File: src/rtl/ps2_pkg.sv
// ps2_pkg: shared definitions for the PS/2 host transmitter and receiver.
//   - state_e       : host transmitter FSM states
//   - ERR_*         : err_code values reported with the err pulse
//   - PS2_*         : default timing, in 50 MHz clk cycles
//   - frame_bit()   : level the host drives after the n-th device falling edge
package ps2_pkg;

    typedef enum logic [2:0] {
        IDLE,
        INHIBIT,
        REQ,
        XFER,
        WAIT_IDLE,
        ERR
    } state_e;

    localparam logic [1:0] ERR_NONE  = 2'b00;
    localparam logic [1:0] ERR_START = 2'b01;
    localparam logic [1:0] ERR_EDGE  = 2'b10;
    localparam logic [1:0] ERR_NOACK = 2'b11;

    localparam int PS2_INHIBIT_CYCLES = 5000;    // 100 us
    localparam int PS2_START_TIMEOUT  = 750000;  // 15 ms
    localparam int PS2_EDGE_TIMEOUT   = 10000;   // 200 us

    // After fall n: n = 1..8 -> data bit n-1 (LSB first), n = 9 -> parity,
    // anything else -> stop bit, i.e. the line released.
    function automatic logic frame_bit(input logic [7:0] data,
                                       input logic       parity,
                                       input logic [3:0] n);
        logic [2:0] idx;
        logic       b;
        idx = 3'(n - 4'd1);
        b   = 1'b1;
        if (n >= 4'd1 && n <= 4'd8) begin
            b = data[idx];
        end else if (n == 4'd9) begin
            b = parity;
        end
        return b;
    endfunction

endpackage

File: src/rtl/ps2_line_sync.sv
// ps2_line_sync: brings one raw open-drain PS/2 pin into the clk domain.
//   clk, rst : system clock, asynchronous active-high reset
//   pin      : raw pin level (asynchronous)
//   sync     : pin after a 2-flop synchronizer
//   fall     : one-cycle high when sync goes 1 -> 0 (prev & ~sync)
module ps2_line_sync
    import ps2_pkg::*;
(
    input  logic clk,
    input  logic rst,
    input  logic pin,
    output logic sync,
    output logic fall
);

    logic meta_q, meta_d;
    logic sync_q, sync_d;
    logic prev_q, prev_d;

    always_comb begin
        meta_d = pin;
        sync_d = meta_q;
        prev_d = sync_q;
    end

    // NOTE: sequential state is written only with non-blocking assignments so
    // every flop samples the pre-edge value of its neighbour.
    always_ff @(posedge clk or posedge rst) begin
        if (rst) begin
            // NOTE: reset to 1, the released bus level, so leaving reset can
            // never look like a falling edge.
            meta_q <= 1'b1;
            sync_q <= 1'b1;
            prev_q <= 1'b1;
        end else begin
            meta_q <= meta_d;
            sync_q <= sync_d;
            prev_q <= prev_d;
        end
    end

    assign sync = sync_q;
    assign fall = prev_q & ~sync_q;

endmodule

File: src/rtl/ps2_host_tx.sv
// ps2_host_tx: host-to-device PS/2 transmitter for one command byte.
//   clk, rst            : 50 MHz system clock, asynchronous active-high reset
//   tx_data, tx_valid   : byte to send; accepted when tx_valid && tx_ready
//   tx_ready / busy     : high only in IDLE / high outside IDLE
//   done / err          : one-cycle pulses; err_code (01 start timeout,
//                         10 edge timeout, 11 no ACK) holds its last value
//   ps2_clk_in/data_in  : raw pin levels
//   ps2_clk_oe/data_oe  : 1 = pull the open-drain line low (registered)
module ps2_host_tx
    import ps2_pkg::*;
#(
    parameter int INHIBIT_CYCLES = PS2_INHIBIT_CYCLES,
    parameter int START_TIMEOUT  = PS2_START_TIMEOUT,
    parameter int EDGE_TIMEOUT   = PS2_EDGE_TIMEOUT
) (
    input  logic       clk,
    input  logic       rst,
    input  logic [7:0] tx_data,
    input  logic       tx_valid,
    output logic       tx_ready,
    output logic       busy,
    output logic       done,
    output logic       err,
    output logic [1:0] err_code,
    input  logic       ps2_clk_in,
    input  logic       ps2_data_in,
    output logic       ps2_clk_oe,
    output logic       ps2_data_oe
);

    localparam int MAX_T = (START_TIMEOUT > EDGE_TIMEOUT)
                         ? ((START_TIMEOUT > INHIBIT_CYCLES) ? START_TIMEOUT : INHIBIT_CYCLES)
                         : ((EDGE_TIMEOUT > INHIBIT_CYCLES) ? EDGE_TIMEOUT : INHIBIT_CYCLES);
    localparam int CNT_W = $clog2(MAX_T + 1);

    localparam logic [CNT_W-1:0] INH_LAST   = CNT_W'(INHIBIT_CYCLES - 1);
    localparam logic [CNT_W-1:0] START_LAST = CNT_W'(START_TIMEOUT - 1);
    localparam logic [CNT_W-1:0] EDGE_LAST  = CNT_W'(EDGE_TIMEOUT - 1);

    logic clk_sync, clk_fall;
    logic data_sync, data_fall_unused;  // data line is only sampled by level

    ps2_line_sync u_clk_sync (
        .clk  (clk),
        .rst  (rst),
        .pin  (ps2_clk_in),
        .sync (clk_sync),
        .fall (clk_fall)
    );

    ps2_line_sync u_data_sync (
        .clk  (clk),
        .rst  (rst),
        .pin  (ps2_data_in),
        .sync (data_sync),
        .fall (data_fall_unused)
    );

    state_e           state_q, state_d;
    logic [CNT_W-1:0] cnt_q, cnt_d;
    logic [3:0]       n_q, n_d;
    logic [7:0]       data_q, data_d;
    logic             parity_q, parity_d;
    logic             clk_oe_q, clk_oe_d;
    logic             data_oe_q, data_oe_d;
    logic             done_q, done_d;
    logic             err_q, err_d;
    logic [1:0]       err_code_q, err_code_d;
    logic             abort;
    logic [1:0]       abort_code;

    always_comb begin
        // NOTE: every _d gets a default before the case so no path leaves a
        // value unassigned and no latch is inferred.
        state_d    = state_q;
        cnt_d      = cnt_q;
        n_d        = n_q;
        data_d     = data_q;
        parity_d   = parity_q;
        clk_oe_d   = clk_oe_q;
        data_oe_d  = data_oe_q;
        done_d     = 1'b0;
        err_d      = 1'b0;
        err_code_d = err_code_q;
        abort      = 1'b0;
        abort_code = ERR_NONE;

        case (state_q)
            IDLE: begin
                clk_oe_d  = 1'b0;
                data_oe_d = 1'b0;
                if (tx_valid) begin
                    data_d   = tx_data;
                    parity_d = ~^tx_data;
                    cnt_d    = '0;
                    n_d      = 4'd0;
                    clk_oe_d = 1'b1;
                    state_d  = INHIBIT;
                end
            end
            INHIBIT: begin
                if (cnt_q == INH_LAST) begin
                    // Clock release and start bit change on the same edge.
                    cnt_d     = '0;
                    clk_oe_d  = 1'b0;
                    data_oe_d = 1'b1;
                    state_d   = REQ;
                end else begin
                    cnt_d = cnt_q + 1'b1;
                end
            end
            REQ: begin
                if (clk_fall) begin
                    cnt_d     = '0;
                    n_d       = 4'd1;
                    data_oe_d = ~frame_bit(data_q, parity_q, 4'd1);
                    state_d   = XFER;
                end else if (cnt_q == START_LAST) begin
                    abort      = 1'b1;
                    abort_code = ERR_START;
                end else begin
                    cnt_d = cnt_q + 1'b1;
                end
            end
            XFER: begin
                // A fall always wins over a timeout reached in the same cycle.
                if (clk_fall) begin
                    cnt_d = '0;
                    if (n_q == 4'd10) begin
                        if (!data_sync) begin
                            state_d = WAIT_IDLE;
                        end else begin
                            abort      = 1'b1;
                            abort_code = ERR_NOACK;
                        end
                    end else begin
                        n_d       = n_q + 4'd1;
                        data_oe_d = ~frame_bit(data_q, parity_q, n_q + 4'd1);
                    end
                end else if (cnt_q == EDGE_LAST) begin
                    abort      = 1'b1;
                    abort_code = ERR_EDGE;
                end else begin
                    cnt_d = cnt_q + 1'b1;
                end
            end
            WAIT_IDLE: begin
                data_oe_d = 1'b0;
                if (clk_sync && data_sync) begin
                    done_d  = 1'b1;
                    state_d = IDLE;
                end else if (cnt_q == EDGE_LAST) begin
                    abort      = 1'b1;
                    abort_code = ERR_EDGE;
                end else begin
                    cnt_d = cnt_q + 1'b1;
                end
            end
            ERR: begin
                state_d = IDLE;
            end
            default: begin
                state_d = IDLE;
            end
        endcase

        // err is registered, so it is high during the single ERR cycle.
        if (abort) begin
            state_d    = ERR;
            cnt_d      = '0;
            clk_oe_d   = 1'b0;
            data_oe_d  = 1'b0;
            err_d      = 1'b1;
            err_code_d = abort_code;
        end
    end

    always_ff @(posedge clk or posedge rst) begin
        if (rst) begin
            state_q    <= IDLE;
            cnt_q      <= '0;
            n_q        <= 4'd0;
            data_q     <= 8'h00;
            parity_q   <= 1'b0;
            clk_oe_q   <= 1'b0;
            data_oe_q  <= 1'b0;
            done_q     <= 1'b0;
            err_q      <= 1'b0;
            err_code_q <= ERR_NONE;
        end else begin
            state_q    <= state_d;
            cnt_q      <= cnt_d;
            n_q        <= n_d;
            data_q     <= data_d;
            parity_q   <= parity_d;
            clk_oe_q   <= clk_oe_d;
            data_oe_q  <= data_oe_d;
            done_q     <= done_d;
            err_q      <= err_d;
            err_code_q <= err_code_d;
        end
    end

    assign tx_ready    = (state_q == IDLE);
    assign busy        = (state_q != IDLE);
    assign done        = done_q;
    assign err         = err_q;
    assign err_code    = err_code_q;
    assign ps2_clk_oe  = clk_oe_q;
    assign ps2_data_oe = data_oe_q;

endmodule

File: config.mk
export PLATFORM = sky130hd
export DESIGN_NAME = ps2_host_tx
export DESIGN_NICKNAME = d
export VERILOG_FILES = /design/src/rtl/ps2_pkg.sv /design/src/rtl/ps2_line_sync.sv /design/src/rtl/ps2_host_tx.sv
export SDC_FILE = /design/constraint.sdc
export NUM_CORES = 1
export LEC_CHECK = 0
export BUFFER_PORTS_ARGS = -buffer_cell sky130_fd_sc_hd__buf_2
export CELL_PAD_IN_SITES_DETAIL_PLACEMENT = 0
export CELL_PAD_IN_SITES_GLOBAL_PLACEMENT = 2
export CORE_MARGIN = 2
export CORE_UTILIZATION = 34
export DETAILED_ROUTE_END_ITERATION = 7
export GPL_TIMING_DRIVEN = 0
export PLACE_DENSITY_LB_ADDON = 0.1
export REMOVE_ABC_BUFFERS = 1
export SYNTH_ARGS = -nofsm -noshare
export SYNTH_HDL_FRONTEND = slang
export SYNTH_SLANG_ARGS = --single-unit
File: constraint.sdc
create_clock -name clk -period 2.26 [get_ports clk]
set_clock_uncertainty 0.05 [all_clocks]
set_input_delay 0.226 -clock clk [delete_from_list [all_inputs] [get_ports clk]]
set_output_delay 0.226 -clock clk [all_outputs]
set_load 0.03 [all_outputs]
==> qor.yml, run 1 <==
grt:
  grt_use_met3_pct: 3.45
  grt_pass1_wl_um: 12800
  grt.met2_usage_pct: 28.2
  grt_max_degree: 32
  first_global_vias: 2399
  gr-usage-all-layers_pct: 18.8
  use_met1_pct: 27.6
  top_usage_layer: "met2"
  antenna_found_initial: 0
  grt_overflow_total: 0
status:
  violations: "negative setup slack"
  status: "finished, violations left"
drt:
  vias: 2400
  wl_per_cell_um: 17.4
  via_per_inst: 5.48
  drt_iter0_drc: 146
  drt_wl_total_um: 7640
  dr.pass1.iters: 4
  drcViolationCount: 0
  drtAntennaViolNets: 0
die:
  die_area_mm2: 0.00881
  io_pins: 21
  rows: 32
  die_w_um: 93.8
  initial_core_util_pct: 35.3
  fp.dieH_um: 93.8
  core_area_mm2: 0.00777
setup_path:
  start_kind: "flip-flop"
  crit_fanout: 7
  crit_type: "reg -> reg"
  worst_ep_arrival_time_ns: 2.53
  required_ns: 2.41
  endpoint_kind: "flip-flop"
clocking:
  clk_latency_ns: 0.31
  clock_sinks: 47
  cts_tree: "built"
  path_clk_slew_ns: 0.10
  cts_root_buf: "clkbuf_8"
  cts_buffer_depth: 2
  h-tree-depth: 2
  cts_buffers: 5
timing:
  maxSlewViolCount: 0
  min_period_ns: 2.39
  hold_viol: 0
  tns_ns: -1.88
  timing.fmax_mhz: 419
  timing.final.ws_setup_ns: -0.125
  post-route-period-util_pct: 106
  rsz0062_at_grt: "yes"
  max_slew.worst_pin.slew_ns: 0.548
  slew_headroom_pct: 63.1
  setup_viol_count_final: 21
final_layout:
  nNetsFinal: 353
  syn_to_final_growth_pct: 25.2
  regArea_mm2: 0.00119
  utilization_pct: 44.2
  antenna_cells: 0
  multiInputGateArea_mm2: 0.00167
  num-fill-cells: 800
  drive_gt1_share_pct: 33.9
  stdcell_count: 438
  final_area_mm2: 0.00344
place:
  gp_congestion: 0.779
  place_ws_ns: -1.16
  dp_hpwl_um: 5000
  portBuffers: 20
  dpl.cell_count: 408
  place_area_mm2: 0.00292
power_and_ir_drop:
  power.density_mw_per_mm2: 1070
  peakVddDrop_uv: 422
  p_leak_nw: 1.38
flow_run:
  drv_cap: 0
yosys:
  synth_edf_count: 0
  synth_area_per_cell_um2: 9.21
  yosys_register_bits: 47
  syn_inst: 298
  ys_types: 51
  yosys_warnings: 0
  synth_area_mm2: 0.00274
  synthFlopType: "dfrtp_1"
  ys_async_sr_fraction_pct: 100
  seq_area_frac_synth_pct: 43.1
hold_path:
  min_path_type: "in -> reg"
==> routing by layer <==
layer	up-vias	routed length (µm)
li1	1168	-
met1	1175	3900
met2	49	3280
met3	8	380
met4	0	83
met5	-	0
==> kinds of logic (layout without fill, tap and decap cells) <==
group                    Yosys count  count (layout)  synth area share (%)
buffers and inverters             25              61                  4.42
AO/OA/AOI/OAI                     59              59                  15.9
flip-flops                        47              47                  43.1
XOR/XNOR                           7               7                  2.23
adder cells (fa/ha/maj)            5               5                  2.28
AND/OR/NAND/NOR                  140             142                  25.3
multiplexers                      15              15                  6.79
==> final timing paths <==
path | from | endpoint | slack, ns | cells after the start
max in group asynchronous | rst | u_clk_sync.prev_q | 1.21 | 4
worst min register to register | u_clk_sync.meta_q | u_clk_sync.sync | 0.31 | 0
min in group asynchronous | rst | data_q[7] | 0.38 | 3
worst max register to register | cnt_q[5] | cnt_q[8] | -0.13 | 6
worst min-delay path | tx_data[6] | data_q[6] | 0.12 | 2
worst max-delay path | cnt_q[5] | cnt_q[8] | -0.13 | 6
==> cell type report <==
cell class | count | area share, %
well taps | 102 | 3.71
inverters | 12 | 1.38
multi-input cells | 228 | 48.6
clock inverters | 3 | 0.838
flip-flops and latches | 47 | 34.7
clock buffers | 5 | 2.00
repair buffers | 41 | 8.78
==> placed cells by master, fill, tap and decap left out, types with 3 or more instances in the layout <==
| master | n |
|---|---|
| nor2_1 | 19 |
| nor2_2 | 3 |
| o31ai_1 | 3 |
| a31oi_1 | 6 |
| inv_1 | 10 |
| nand2_1 | 43 |
| clkbuf_8 | 5 |
| nand3_1 | 13 |
| dfstp_2 | 5 |
| buf_4 | 13 |
| a41oi_2 | 3 |
| and2_1 | 5 |
| nand4_1 | 14 |
| or2_2 | 4 |
| or3_1 | 3 |
| nor3_1 | 5 |
| dfrtp_2 | 8 |
| buf_6 | 3 |
| dfrtp_1 | 34 |
| and3_4 | 3 |
| o311ai_1 | 9 |
| buf_2 | 20 |
| ha_1 | 4 |
| o21ai_1 | 5 |
| dlygate4sd3_1 | 3 |
| xnor2_1 | 6 |
| mux2i_1 | 4 |
| nor2b_1 | 3 |
| mux2_2 | 9 |
| or4_4 | 3 |
| a21oi_1 | 3 |
| or3_4 | 3 |
| o21ai_0 | 10 |
==> registers in the layout (all words and copies together) (netlist names) <==
name and cells:
data_q 8, cnt_q 20, n_q 4, u_clk_sync.sync 1, parity_q 1, ps2_data_oe 1, done 1, u_clk_sync.meta_q 1
u_data_sync.meta_q 1, state_q 3, u_data_sync.sync 1, err_code 2, u_clk_sync.prev_q 1, err 1, ps2_clk_oe 1
==> Yosys cell counts, drive strengths merged (5+ instances only) <==
master	n	area, µm²
nand2	47	176
dfrtp	42	1050
nor2	22	82.6
nand3	16	80.1
o21ai	16	80.1
nand4	14	87.6
inv	12	45.0
mux2	9	101
o311ai	9	78.8
clkbuf	8	30.0
a31oi	7	43.8
nor3	7	35.0
or3	6	37.5
xnor2	6	52.6
and2	5	31.3
buf	5	46.3
dfstp	5	131
ha	5	62.6
==> stage by stage <==
| stage | hold slack, ns | total power, mW |
|---|---|---|
| after global routing | 0.111 | 3.97 |
| after CTS | 0.105 | 3.53 |
| after global placement | 0.281 | 2.62 |
| after floorplan | 0.180 | 2.21 |
| after detailed placement | 0.190 | 2.64 |
| final | 0.117 | 3.68 |
==> power by group <==
group / total, mW / internal (mW) / switching, mW
sequential: 1.28 / 1.05 / 0.236
clock: 0.577 / 0.234 / 0.342
combinational: 1.82 / 0.828 / 0.993
total: 3.68 / 2.11 / 1.57
==> critical path, stage by stage (launching register included) <==
cell     delay, ns
dfrtp_2       0.45
or4_4         0.54
or3_4         0.38
a211o_4       0.31
and3_4        0.28
a41oi_2       0.18
o31ai_1       0.09
==> what timing repair did <==
item	4_1_cts	5_1_grt
setup endpoints to repair	26	29
resized for setup	44	19
hold endpoints to repair	18	0
pin swaps	12	4
hold buffers	3	0
cloned	2	0
setup buffers	11	6
Note: power is estimated with default switching activity, not from simulation.
==> run 2: changes to the inputs <==
CELL_PAD_IN_SITES_DETAIL_PLACEMENT = default   (was 0)
CELL_PAD_IN_SITES_GLOBAL_PLACEMENT = default   (was 2)
CORE_UTILIZATION = 54   (was 34)
CTS_CLUSTER_DIAMETER = 30   (was default)
PLACE_DENSITY = 0.76   (was default)
PLACE_DENSITY_LB_ADDON = default   (was 0.1)
==> run 2 against run 1 <==
The run still ends with negative setup slack left. Largest cell class unchanged. Cell count shrank 9.8%. Clock power grew 12%. Via count grew 1.9%. Power shrank 5.0%. Core utilization grew 25 points. Critical path depth is the same. Combinational power shrank 14%. Worst setup slack gained 0.0051 ns. Highest routed layer unchanged. Largest power group unchanged. Sequential share of layout area grew 1.1 points.
==> qor.yml, run 2 (synthesis results as in run 1) <==
status:
  status: "finished, violations left"
  violations: "negative setup slack"
final_layout:
  final_cell_mix: "nand2_1, dfrtp_1, nor2_1, buf_2, nand4_1"
  nNetsFinal: 345
  stdcell_count: 395
  final_area_mm2: 0.00333
  antenna_cells: 0
  drive_gt1_share_pct: 32.3
  layout_commonest_cell: "nand2_1"
  reg.largest.list: "cnt_q (20), data_q (8), n_q (4)"
  syn_to_final_growth_pct: 21.2
  regMostFlops: "cnt_q"
  largest_reg_flops: 20
clocking:
  clk_latency_ns: 0.30
  cts_root_buf: "clkbuf_8"
  cts_buffers: 5
  path_clk_slew_ns: 0.09
  h-tree-depth: 2
  cts_buffer_depth: 2
  cts_tree: "built"
  clock_sinks: 47
die:
  initial_core_util_pct: 57.0
  core_area_mm2: 0.00482
  die_w_um: 75.3
  die_area_mm2: 0.00567
  io_pins: 21
  fp.dieH_um: 75.3
  rows: 25
timing:
  min_period_ns: 2.38
  post-route-period-util_pct: 105
  rsz0062_at_grt: "yes"
  timing.final.ws_setup_ns: -0.120
  maxSlewViolCount: 0
  setup_viol_count_final: 21
  slew_headroom_pct: 64.9
  timing.fmax_mhz: 420
  max_slew.worst_pin.slew_ns: 0.526
  hold_ws_ns: 0.123
  hold_viol: 0
setup_path:
  endpoint_kind: "flip-flop"
  required_ns: 2.40
  worst_ep_arrival_time_ns: 2.52
  start_kind: "flip-flop"
  crit_fanout: 7
  crit_type: "reg -> reg"
power_and_ir_drop:
  p_leak_nw: 1.36
  p_switching_mw: 1.43
  power.density_mw_per_mm2: 1050
  power.internal_mw: 2.06
  pwr-share-comb_pct: 44.8
  swShare_pct: 41.0
  clock_power_share_pct: 18.4
  peakVddDrop_uv: 605
  seqPwrFrac_pct: 36.7
place:
  dpl.cell_count: 373
  dp_hpwl_um: 4060
  gp_congestion: 0.871
  place_area_mm2: 0.00287
  portBuffers: 20
grt:
  gr-usage-all-layers_pct: 24.0
  first_global_vias: 2187
  grt_overflow_total: 0
  grt_max_degree: 25
  grt_pass1_wl_um: 10400
  antenna_found_initial: 0
drt:
  dr.pass1.iters: 6
  drt_iter0_drc: 229
  vias: 2445
  drtAntennaViolNets: 0
  via_per_inst: 6.19
  wl_per_cell_um: 16.5
  drt_wl_total_um: 6530
  drcViolationCount: 0
hold_path:
  min_path_type: "in -> reg"
flow_run:
  drv_cap: 0
==> run 2: cell count changes in the layout (fill, tap and decap cells not counted), moves of 2 or more <==
cell | before | now
nor2_2 | 3 | 1
o21ai_2 | 1 | 3
buf_4 | 13 | 8
o21ai_1 | 5 | 3
nand3_2 | 2 | 4
buf_6 | 3 | 1
==> run 2: path summary, 6_finish.rpt <==
check / slack [ns] / startpoint / cells past startpoint / end
min in group asynchronous: 0.44 / rst / 3 / data_q[2]
worst max register to register: -0.12 / cnt_q[5] / 6 / cnt_q[11]
worst min register to register: 0.31 / u_clk_sync.meta_q / 0 / u_clk_sync.sync
max in group asynchronous: 1.21 / rst / 4 / cnt_q[3]
worst max-delay path: -0.12 / cnt_q[5] / 6 / cnt_q[11]
worst min-delay path: 0.12 / tx_data[2] / 2 / data_q[2]
==> run 2: per-stage QoR <==
stage | TNS (ns) | utilization [%] | worst slack (ns) | power [mW]
after floorplan | -6.55 | - | -0.369 | 2.21
after global placement | -16.28 | 59.2 | -0.832 | 2.51
after detailed placement | -17.14 | 59.6 | -0.840 | 2.54
after CTS | -1.34 | 65.8 | -0.101 | 3.30
after global routing | -2.17 | 69.0 | -0.164 | 3.73
final | -1.56 | 69.0 | -0.120 | 3.50
==> run 2: final cells by class <==
| cell class | instances | area (µm²) |
|---|---|---|
| clock inverters | 3 | 47.5 |
| inverters | 12 | 45.0 |
| clock buffers | 5 | 68.8 |
| fillers | 389 | 1490 |
| repair buffers | 33 | 221 |
| multi-input cells | 228 | 1670 |
| flip-flops and latches | 47 | 1190 |
| well taps | 67 | 83.8 |
==> run 2: what timing repair did <==
item	in CTS	in global routing
hold endpoints to repair	20	0
resized for setup	24	35
endpoints found under the setup margin	26	28
pin swaps	2	12
cloned	2	0
buffers inserted	7	2
hold buffers	3	0
==> run 2: worst max-delay path, stage by stage (launching register included) <==
cell	delay [ns]
dfrtp_2	0.44
or4_4	0.55
or3_4	0.37
a211o_4	0.31
and3_4	0.26
a41oi_2	0.17
o31ai_1	0.09
==> run 2: routing by layer <==
| metal | up-vias | routed length, µm | part of all wire (%) | global-route usage [%] |
|---|---|---|---|---|
| met5 | - | 0 | 0 | 0 |
| li1 | 1155 | - | - | - |
| met3 | 8 | 413 | 6.3 | 4.95 |
| met1 | 1183 | 3090 | 47 | 36.0 |
| met2 | 99 | 2960 | 45 | 35.2 |
| met4 | 0 | 65 | 1.0 | 7.41 |
==> run 2: power by group through the flow <==
stage               Sequential [mW]  Clock, mW  Combinational [mW]
finish                         1.28      0.645                1.57
floorplan                      1.26          0               0.942
global route                   1.32      0.675                1.74
global placement               1.26          0                1.25
CTS                            1.26      0.650                1.39
detailed placement             1.27          0                1.27
